<file path="src/rtl/motor_pkg.sv">
// Shared definitions for the stepper sequencer: controller states, coil phase table
// and default parameter values.
package motor_pkg;

    typedef enum logic [1:0] {
        IDLE = 2'd0,
        RUN  = 2'd1,
        HOLD = 2'd2
    } motorState_e;

    // Index 0 is the rightmost entry; odd indices energize two coils.
    localparam logic [7:0][3:0] PHASE_TABLE = {
        4'b1001, 4'b1000, 4'b1100, 4'b0100,
        4'b0110, 4'b0010, 4'b0011, 4'b0001
    };

    localparam int DEF_STEP_DIV    = 50000;
    localparam int DEF_HOLD_CYC    = 1000;
    localparam int DEF_SENSOR_FILT = 3;
    localparam int DEF_CNT_W       = 12;

endpackage

</file>
<file path="src/rtl/filtro_sensor.sv">
// End-of-travel sensor conditioning: two-flop synchronizer followed by a filter that
// accepts a new level only after SENSOR_FILT equal consecutive synchronized samples.
module filtro_sensor #(
    parameter int SENSOR_FILT = 3
) (
    input  logic clk,
    input  logic rst_n,
    input  logic sensor,
    output logic sensorFilt
);

    localparam int CW = $clog2(SENSOR_FILT + 1);

    logic          sync1;
    logic          sync2;
    logic [CW-1:0] matchCnt;

    always_ff @(posedge clk or negedge rst_n) begin
        if (!rst_n) begin
            sync1 <= 1'b0;
            sync2 <= 1'b0;
        end else begin
            sync1 <= sensor;
            sync2 <= sync1;
        end
    end

    // Any sample equal to the current level restarts the run of differing samples.
    always_ff @(posedge clk or negedge rst_n) begin
        if (!rst_n) begin
            matchCnt   <= '0;
            sensorFilt <= 1'b0;
        end else if (sync2 == sensorFilt) begin
            matchCnt <= '0;
        end else if (matchCnt == CW'(SENSOR_FILT - 1)) begin
            matchCnt   <= '0;
            sensorFilt <= sync2;
        end else begin
            matchCnt <= matchCnt + 1'b1;
        end
    end

endmodule

</file>
<file path="src/rtl/secuenciador_motor.sv">
// Stepper phase sequencer: runs the coil pattern at a programmable rate until target,
// stop or sensor, holds the coils for a settle period, then releases them. Optional RAMP_EN.
module secuenciador_motor
    import motor_pkg::*;
#(
    parameter int STEP_DIV    = DEF_STEP_DIV,
    parameter int HOLD_CYC    = DEF_HOLD_CYC,
    parameter int SENSOR_FILT = DEF_SENSOR_FILT,
    parameter int CNT_W       = DEF_CNT_W
) (
    input  logic             clk,
    input  logic             rst_n,
    input  logic             start,
    input  logic             stop,
    input  logic             dir,
    input  logic             half_step,
    input  logic [CNT_W-1:0] n_steps,
    input  logic             sensor,
    output logic [3:0]       coils,
    output logic             busy,
    output logic             done,
    output logic             sensor_hit,
    output logic [CNT_W-1:0] step_count
);

`ifdef RAMP_EN
    localparam int PRESC_W = $clog2(4 * STEP_DIV);
`else
    localparam int PRESC_W = $clog2(STEP_DIV);
`endif
    localparam int HOLD_W = $clog2(HOLD_CYC + 1);

    motorState_e        state;
    motorState_e        stateNext;
    logic [PRESC_W-1:0] presc;
    logic [PRESC_W-1:0] prescLast;
    logic [HOLD_W-1:0]  holdCnt;
    logic [2:0]         idx;
    logic [2:0]         idxNext;
    logic [CNT_W-1:0]   stepCount;
    logic [CNT_W-1:0]   stepCountInc;
    logic [CNT_W-1:0]   nTarget;
    logic               dirQ;
    logic               halfQ;
    logic               sensorHit;
    logic               doneQ;
    logic               sensorFilt;
    logic               acceptStart;
    logic               rejectStart;
    logic               stepTick;
    logic               hitSensor;
    logic               holdEnd;

    filtro_sensor #(.SENSOR_FILT(SENSOR_FILT)) uFiltro (
        .clk        (clk),
        .rst_n      (rst_n),
        .sensor     (sensor),
        .sensorFilt (sensorFilt)
    );

`ifdef RAMP_EN
    // The first two steps of each motion use longer periods to ease the load into motion.
    always_comb begin
        prescLast = PRESC_W'(STEP_DIV - 1);
        if (stepCount == '0)
            prescLast = PRESC_W'(4 * STEP_DIV - 1);
        else if (stepCount == CNT_W'(1))
            prescLast = PRESC_W'(2 * STEP_DIV - 1);
    end
`else
    assign prescLast = PRESC_W'(STEP_DIV - 1);
`endif

    assign stepCountInc = (stepCount == '1) ? stepCount : stepCount + 1'b1;
    assign idxNext      = dirQ ? idx + (halfQ ? 3'd1 : 3'd2) : idx - (halfQ ? 3'd1 : 3'd2);

    always_ff @(posedge clk or negedge rst_n) begin
        if (!rst_n)
            state <= IDLE;
        else
            state <= stateNext;
    end

    // Event priority in RUN is sensor, then stop, then the terminal step.
    always_comb begin
        stateNext   = state;
        acceptStart = 1'b0;
        rejectStart = 1'b0;
        stepTick    = 1'b0;
        hitSensor   = 1'b0;
        holdEnd     = 1'b0;
        case (state)
            IDLE: begin
                if (start && !stop) begin
                    if (sensorFilt) begin
                        rejectStart = 1'b1;
                    end else begin
                        acceptStart = 1'b1;
                        stateNext   = RUN;
                    end
                end
            end
            RUN: begin
                if (sensorFilt) begin
                    hitSensor = 1'b1;
                    stateNext = HOLD;
                end else if (stop) begin
                    stateNext = HOLD;
                end else if (presc == prescLast) begin
                    stepTick = 1'b1;
                    if (nTarget != '0 && stepCountInc == nTarget)
                        stateNext = HOLD;
                end
            end
            HOLD: begin
                if (holdCnt == HOLD_W'(HOLD_CYC - 1)) begin
                    holdEnd   = 1'b1;
                    stateNext = IDLE;
                end
            end
            default: stateNext = IDLE;
        endcase
    end

    always_ff @(posedge clk or negedge rst_n) begin
        if (!rst_n) begin
            presc     <= '0;
            holdCnt   <= '0;
            idx       <= 3'd0;
            stepCount <= '0;
            nTarget   <= '0;
            dirQ      <= 1'b0;
            halfQ     <= 1'b0;
            sensorHit <= 1'b0;
            doneQ     <= 1'b0;
        end else begin
            doneQ <= holdEnd | rejectStart;
            if (acceptStart) begin
                dirQ      <= dir;
                halfQ     <= half_step;
                nTarget   <= n_steps;
                stepCount <= '0;
                sensorHit <= 1'b0;
                presc     <= '0;
                if (!half_step)
                    idx <= idx | 3'd1;
            end
            if (rejectStart || hitSensor)
                sensorHit <= 1'b1;
            if (state == RUN)
                presc <= (stepTick || stateNext != RUN) ? '0 : presc + 1'b1;
            if (stepTick) begin
                idx       <= idxNext;
                stepCount <= stepCountInc;
            end
            holdCnt <= (state == HOLD) ? holdCnt + 1'b1 : '0;
        end
    end

    assign coils      = (state == IDLE) ? 4'b0000 : PHASE_TABLE[idx];
    assign busy       = (state != IDLE);
    assign done       = doneQ;
    assign sensor_hit = sensorHit;
    assign step_count = stepCount;

endmodule

</file>
<file path="config.mk">
export PLATFORM = sky130hd
export DESIGN_NAME = secuenciador_motor
export DESIGN_NICKNAME = d
export VERILOG_FILES = /design/src/rtl/motor_pkg.sv /design/src/rtl/filtro_sensor.sv /design/src/rtl/secuenciador_motor.sv
export SDC_FILE = /design/constraint.sdc
export NUM_CORES = 1
export LEC_CHECK = 0
export CAP_MARGIN = 20
export CORE_MARGIN = 3
export CORE_UTILIZATION = 45
export CTS_BUF_LIST = sky130_fd_sc_hd__clkbuf_4 sky130_fd_sc_hd__clkbuf_8 sky130_fd_sc_hd__clkbuf_16
export DETAILED_ROUTE_END_ITERATION = 10
export PLACE_DENSITY = 0.69
export SYNTH_ARGS = -nofsm -noshare
export SYNTH_HDL_FRONTEND = slang
export SYNTH_HIERARCHICAL = 1
export SYNTH_SLANG_ARGS = --single-unit
</file>
<file path="constraint.sdc">
create_clock -name clk -period 2.6 [get_ports clk]
set_input_delay 0.65 -clock clk [delete_from_list [all_inputs] [get_ports clk]]
set_output_delay 0.65 -clock clk [all_outputs]
set_load 0.03 [all_outputs]
</file>
Word-level counts from Yosys, hierarchy flattened
Memories as Yosys holds them, arrays and structs flattened. Index checks and enable logic that the tools add are counted.

Register bits after elaboration: 64. Memory bits (read-only): 32. Bits of input ports: 19. Memories kept: 1.

Memories: (name not given) (depth 8, width 4, read ports 1, clocked after Yosys merged registers in 0, wr ports 0, RTL line secuenciador_motor.sv:160) `assign coils = (state == IDLE) ? 4'b0000 : PHASE_TABLE[idx];`.

Add/subtract/negate cells: 6. Magnitude comparators: 1. Equality and inequality tests: 10. Multiplexer cells: 39. Bitwise gates (word level): 2. Reductions and logical operators: 13.

Operators by type and width (number): $mux 16 (3); $mux 12 (3); $mux 2 (10); $add 16x1->16 const B (1); $eq 16x16->1 const B (1); $mux 1 (16); $add 12x1->12 const B (1); $eq 12x12->1 (1); $eq 12x12->1 const B (1); $reduce_bool 12->1 (1); $add 10x1->10 const B (1); $eq 10x10->1 const B (1); $mux 10 (1); $mux 3 (3); $mux 4 (2); $reduce_bool 2->1 (4); $pmux 2 s3 (1); $eq 2x2->1 const B (2); $lt 3x4->1 const B (1); $ne 2x1->1 const B (2); $reduce_and 2->1 (2); $add 3x3->3 (1); $sub 3x2->3 (1); $add 2x1->2 const B (1); 8 further kinds (10).

Longest topological paths before layout
Depth in word-level cells: 13. Gate-level depth with buffers: 9.

By module
The synthesis kept the hierarchy.

By module, submodules not included: secuenciador_motor (times used 1, cells each 413, area an instance 3514.6 µm²); filtro_sensor (times used 1, cells each 10, area an instance 175.2 µm²).

Least setup slack after synthesis
No wires, ideal clock.

Kind: reg2reg. Start: register stepCount[0], in the netlist step_count[0]. End: register state[0]. Library setup time: 0.138 ns. Arrival: 2.211 ns. Setup slack: 0.251 ns. Cell stages (with the launch flop): 10. Buffers on the path: 1. Period minus slack after synthesis: 2.349 ns. Cells stage by stage: dfrtp_1 -> ha_1 -> and3_1 -> buf_6 -> and3_4 -> mux2i_1 -> xnor2_1 -> nor4_2 -> and3_2 -> o21ai_1.

Word-level cells in the longest chain between the ends: 9. Elaborated cells on any way between the ends: 10.

Ends and longest elaborated chain: start: declaration (RTL line secuenciador_motor.sv:40) `logic [CNT_W-1:0] stepCount;`; start signal: assignment (RTL line secuenciador_motor.sv:154) `stepCount <= stepCountInc;`; $add 12x1->12 / $eq 12x12->1 (equally long branches) (RTL line secuenciador_motor.sv:74) `assign stepCountInc = (stepCount == '1) ? stepCount : stepCount + 1'b1;`; $mux 12 (*) (RTL line secuenciador_motor.sv:74); $eq 12x12->1 (*) (RTL line secuenciador_motor.sv:111) `if (nTarget != '0 && stepCountInc == nTarget)`; $logic_and 1x1->1 (*) (RTL line secuenciador_motor.sv:111); $mux 2 (*) (RTL line secuenciador_motor.sv:111); $mux 2 (*) (RTL line secuenciador_motor.sv:109) `end else if (presc == prescLast) begin`; $mux 2 (*) (RTL line secuenciador_motor.sv:107) `end else if (stop) begin`; $mux 2 (*) (RTL line secuenciador_motor.sv:104) `if (sensorFilt) begin`; $pmux 2 s3 (*) (RTL line secuenciador_motor.sv:92) `case (state)`; via stateNext[0] (RTL line secuenciador_motor.sv:34) `motorState_e stateNext;`; end signal: assignment (RTL line secuenciador_motor.sv:81) `state <= stateNext;`; end: declaration (RTL line secuenciador_motor.sv:33) `motorState_e state;`.

The timed path passes the listed nets; every way through them passes the cells marked *. A chain may end at the register's enable or synchronous reset.

Worst setup path in the final report
Start: register idx[2]. End: output port coils[2].

Word-level cells in the longest chain between the ends: 3.

Ends and longest elaborated chain: start: declaration (RTL line secuenciador_motor.sv:38) `logic [2:0] idx;`; start signal: assignment (RTL line secuenciador_motor.sv:146) `idx <= idx | 3'd1;`; start signal: assignment (RTL line secuenciador_motor.sv:153) `idx <= idxNext;`; $mem_v2 8x4; $mux 4 (not written as such) (RTL line secuenciador_motor.sv:160); $mux 4 (RTL line secuenciador_motor.sv:160); end: declaration (RTL line secuenciador_motor.sv:19) `output logic [3:0] coils,`.

Every way passes these cells. The select of a mux whose other input is x is not followed.

==> results.md <==
- Final GP Congestion: 1.02
- Critical path's slowest cell: clkdlybuf4s50_1
- Switch Pwr: 0.000503 W
- Synth area leaders: dfrtp_1, nand2_1, o21ai_0, nor2_1, xnor2_1
- Combinational share of power: 0.053
- Max VDD drop: 0.266 mV
- Avg Inst Size Synth: 8.72 um2
- Cell taking the most area after synthesis: dfrtp_1
- FFs w/ async S/R, synth: 1.00
- Crit-path max FO: 5
- Initial antenna violation count: 0
- Outcome: finished, final reports clean
- Critical Path, Cell by Cell: inv_1 -> and3_1 -> a21oi_1 -> nor2_1 -> clkdlybuf4s50_1
- Critical Path AT: 1.84 ns
- Final WL: ~8800 um
- Reg power frac: 0.516
- Overflow after GRT: 0
- Share of layout cells above drive strength 1: 0.101
- Ant. Diodes: 0
- Crit end category: output pin
- Maximum clock insertion buffer count: 2
- Pre-CTS setup slack: 0.244 ns
- Worst setup path class: reg2out
- Largest net degree at the start of global routing: 65
- Nets: 494
- CP startpoint kind: flop
- Post-synth EDFFs: 0
- Die X: approximately 97 um
- FMAX: ~0.4 GHz
- Vias in the first global route: 3164
- Clock power share: 0.431
- Die area: between 9000 and 10000 um2
- Final setup vio count: 0
- DP Wirelength: 6400 um
- Via-per-instance ratio: roughly 5.7
- YS warnings: 6
- GR Util All Layers: 0.208
- Post-DP Area: ~4200 um2
- Crit-path leading delay family: buffers and inverters
- Synth Instances: 423
- Flops & latches, synth: 64
- Distinct cell type count after synthesis: 58
- Top-Level Pins: 38
- Initial drt markers: 258
- Clock root cell: clkbuf_8
- Drt wl/cell: 15.3 um
- Buf/Inv on CP: 2
- Antenna Nets Post-Route: 0
- Lkg Pwr: about 1.9 nW
- Internal: about 0.0015 W
- H-tree depth: 3
- Final Non-Filler Cells: 577
- Main synth FF type: dfrtp_1
- PD cells: roughly 460 nW/um2
- Clock sinks: between 60 and 70
- Drt first pass iters: 5
- Max_cap viols: 0
- Worst stage delay on the critical path: 0.67 ns
- Rows: 32
- Mapped Area: 3690 um2
- Syn_nets: 447
- Sequential area share after synthesis: 0.434
- Final instance area: 4410 um2
- Via count: 3304
- Syn-to-layout area delta: 19.6%
- Fin Setup TNS: 0 ns
- Unrepaired setup endpoints after global routing: false
- Clock Pin Slew Worst Setup and Hold Paths: 0.08 ns
- Max Slew Vio Count: 0
- Core Area: 7850 um2
- Sw frac: 0.247
- Worst Tran Pin Value: approximately 0.6 ns
- Placed Cells: ~560
- Fin Hold WS: a little under 0.3 ns
- Slew headroom: 0.604
- CTS Buf Count: 9
- Top-area cell type share of the netlist area: 0.434
- Initial core utilization: 0.470
- Final worst-path cycle share: 0.956
- Setup Skew: about 0.014 ns
- Die H: approximately 97 um
- Final Hold Fails: 0
- Post-layout minimum cycle time: 2.49 ns
- Worst-Skew Late Latency: roughly 0.35 ns
- Hold WC Path Type: in2async
- DRC Markers: 0
- Clock tree from TritonCTS: built
- WP data required: 1.95 ns
- Filler Cell Count: ~740
- First-pass GRT wire length: 15100 um
- Min setup slack post-route: 0.114 ns
- PortBufs: 37
[state kept, by name, summed over array words and instances (netlist names)]
name / cells
nTarget: 12
presc: 16
uFiltro/sync2: 1
state: 2
idx: 3
dirQ: 1
halfQ: 1
step_count: 12
done: 1
sensor_hit: 1
uFiltro/sensorFilt: 1
uFiltro/matchCnt: 2
holdCnt: 10
uFiltro/sync1: 1
[final cells by class]
cell class,instances,area (um2),area share
clock buffers,9,124,0.0281
clock inverters,7,81.3,0.0184
well taps,102,128,0.0289
inverters,12,45.0,0.0102
flip-flops and latches,64,1600,0.363
repair buffers,51,488,0.111
multi-input cells,332,1940,0.441
[power groups by stage]
stage	sequential [W]	clock [W]	combinational (W)
floorplan	0.00106	0	0.0000534
global placement	0.00107	0	0.000107
detailed placement	0.00107	0	0.000112
CTS	0.00105	0.000895	0.000112
global route	0.00106	0.000935	0.000120
finish	0.00105	0.000879	0.000108
[cell usage after synthesis, types with 3 or more instances]
library cell	n
a311oi_1	6
and2_1	4
clkbuf_1	7
nor2b_1	4
a211oi_1	5
mux2i_1	5
or3_1	4
xor2_1	6
ha_1	4
nor2_1	39
nor4_1	4
or4_1	4
nand2b_1	4
nand2_1	88
xnor2_1	15
nor3_1	9
o21ai_0	34
dfrtp_1	64
nand4_1	5
buf_6	4
and3_1	11
nand3_1	17
a31oi_1	7
nor4_2	3
a21oi_1	18
inv_1	12
[through the flow]
step           utilization  total power [W]
6_report             0.562          0.00204
5_1_grt              0.562          0.00211
4_1_cts              0.561          0.00206
3_5_place_dp         0.535          0.00118
3_3_place_gp         0.535          0.00117
2_1_floorplan            -          0.00111
[repair_timing]
item | 4_1_cts | 5_1_grt
gates cloned | 0 | 0
buffers inserted | 0 | 0
gates resized for setup | 1 | 3
endpoints found under the setup margin | 2 | 3
hold buffers | 0 | 0
[layout by cell type, fill, tap and decap left out, types with 5 or more instances in the layout]
cell	n
clkdlybuf4s50_1	34
nor3_1	9
nand3_1	17
a31oi_1	7
a21oi_1	18
clkbuf_8	9
buf_4	13
nand4_1	5
nor2_1	38
inv_1	12
nand2_1	88
xor2_1	6
and3_1	10
dfrtp_1	64
a211oi_1	5
a311oi_1	6
o21ai_0	34
mux2i_1	5
xnor2_1	15
[cell families (layout without fill, tap and decap cells)]
kind of cell	Yosys count	after routing	synth area share
adders and majority gates	5	5	0.0190
buffers and inverters	27	79	0.0400
xor gates and xnor gates	21	21	0.0498
and+or+nand+nor	215	215	0.297
DFF	64	64	0.434
AOI/OAI and AO/OA	84	84	0.139
muxes	7	7	0.0207
[per-layer routing]
layer  global-route usage  part of all wire  vias up
li1                     -                 -     1603
met3               0.0411             0.066       11
met4               0.0748             0.013        0
met1                0.287              0.47     1570
met2                0.326              0.45      120
met5                    0                 0        -
[worst paths after layout]
| kind | startpoint | end | slack [ns] | cells past startpoint |
|---|---|---|---|---|
| min in group clk | uFiltro/sync1 | uFiltro/sync2 | 0.36 | 0 |
| max in group asynchronous | rst_n | step_count[6] | 2.00 | 2 |
| worst max register to register | step_count[0] | state[1] | 0.29 | 8 |
| worst max-delay path | idx[2] | coils[2] | 0.11 | 5 |
| worst min register to register | uFiltro/sync1 | uFiltro/sync2 | 0.36 | 0 |
| worst min-delay path | rst_n | nTarget[4] | 0.29 | 2 |
(Power assumes the default switching activity.)
==> RTL edit (config.mk and constraints unchanged) <==
The option `RAMP_EN` is turned on by a define.
--- a/src/rtl/secuenciador_motor.sv
+++ b/src/rtl/secuenciador_motor.sv
@@ -1,5 +1,7 @@
 // Stepper phase sequencer: runs the coil pattern at a programmable rate until target,
 // stop or sensor, holds the coils for a settle period, then releases them. Optional RAMP_EN.
+`define RAMP_EN
+
 module secuenciador_motor
     import motor_pkg::*;
 #(
Behaviour: no difference found for any inputs over 10 cycles, from zero or initial values and one cycle with rst_n low; that may be too few to reach the edited logic, so the function may still have changed.
==> RTL edit against the original RTL <==
Wire length rose by 11%; final cell count rose by 5.7%; largest cell class unchanged; worst setup slack got worse by 0.024 ns; synthesized area rose by 9.7%; sequential cell count rose by 2; fmax fell by 0.96%; non-clock buffer count rose by 10; final area rose by 9.7%.
Power is not compared: it rests on default switching activity, and its combinational part moved more than twofold at a synthesized area within 25%.
==> RTL edit: results <==
[cts]
clk_pin_slew_ns = 0.08
post_cts_buffers = 0
ctsLongestPathBuffers = 2
cts_max_level = 3

[drt]
drt_iter0_drc = 135
wl_per_cell_um = 16.15
via_per_inst = 5.815
firstDrtPassIters = 5

[critical_path]
cp_top_family = "buffers and inverters"
ff2ff_setup_slack_ns = 0.18
endpoint = "coils[2]"
worst_r2r_path_depth = 7
r2r_end = "presc[11]"
worstPathArrival_ns = 1.86
r2r-start = "step_count[9]"

[cells_and_area]
largest_reg_flops = 18
nets = 526
syn_to_final_growth_pct = 19.60
fin_cells = 610
fillers = 749
drive_gt1_share_pct = 14.85

[synth]
muxShareOfSynthArea_pct = 1.360
yosys.area_share.adder_pct = 2.349
ys_types = 64
synthCells = 453
yosys-top-cells-count = "66 x dfrtp_1, 64 x nand2_1, 34 x nor2_1"
synth-xor-area-share_pct = 4.328
synth_compound_area_share_pct = 15.64
yosysSeqAreaShare_pct = 40.80
syn_nets = 479
synth_area_leaders = "dfrtp_1 41%, nand2_1 5.9%, o21ai_0 3.3%"

[sta]
tightest_slew_ns = 0.5484
holdWs_ns = 0.3019
fin_skew_ns = 0.01012
period_minus_slack_ns = 2.510

[place]
dpl_cell_area_um2 = 4597
dp_cells = 593
dp_hpwl_um = 7040
pre_cts_slack_ns = 0.09650
globalplace.congestion = 0.9510

[status]
status = "finished clean"

[global_route]
grt_usage_pct = 20.62
grt_pass1_vias = 3457
grt_pass1_wl_um = 16730
grt_max_degree = 67

[floorplanning]
die_w_um = 100.8
## RTL edit: final cells by class
cell class	count	area share [%]
clock buffer	10	2.714
clock inverter	6	1.396
inverter	15	1.163
multi-input combinational	347	45.98
sequential	66	34.14
tap	105	2.714
timing repair buffer	61	11.89
## RTL edit: power breakdown
part | switching (mW) | total (mW) | leakage [nW] | internal (mW)
Clock | 0.419 | 0.874 | 0.0959 | 0.455
Combinational | 0.514 | 0.932 | 1.12 | 0.419
Sequential | 0.259 | 1.46 | 0.882 | 1.20
Total | 1.19 | 3.26 | 2.10 | 2.07
## RTL edit: layer usage
metal  wire length [um]  GRT usage [%]  vias to the layer above
li1                   -              -                     1720
met1               4300          25.96                     1730
met2               4967          34.78                       82
met3                425          4.706                       15
met4                157          7.047                        0
met5                  0              0                        -
## RTL edit: logic make-up (layout without fill, tap and decap cells)
kind of cell    count (synthesis)  after routing
fa+ha+maj                       7              7
compound gates                 92             92
buf+inv                        40             92
flops                          66             66
simple gates                  223            223
xor+xnor                       20             20
mux                             5              5
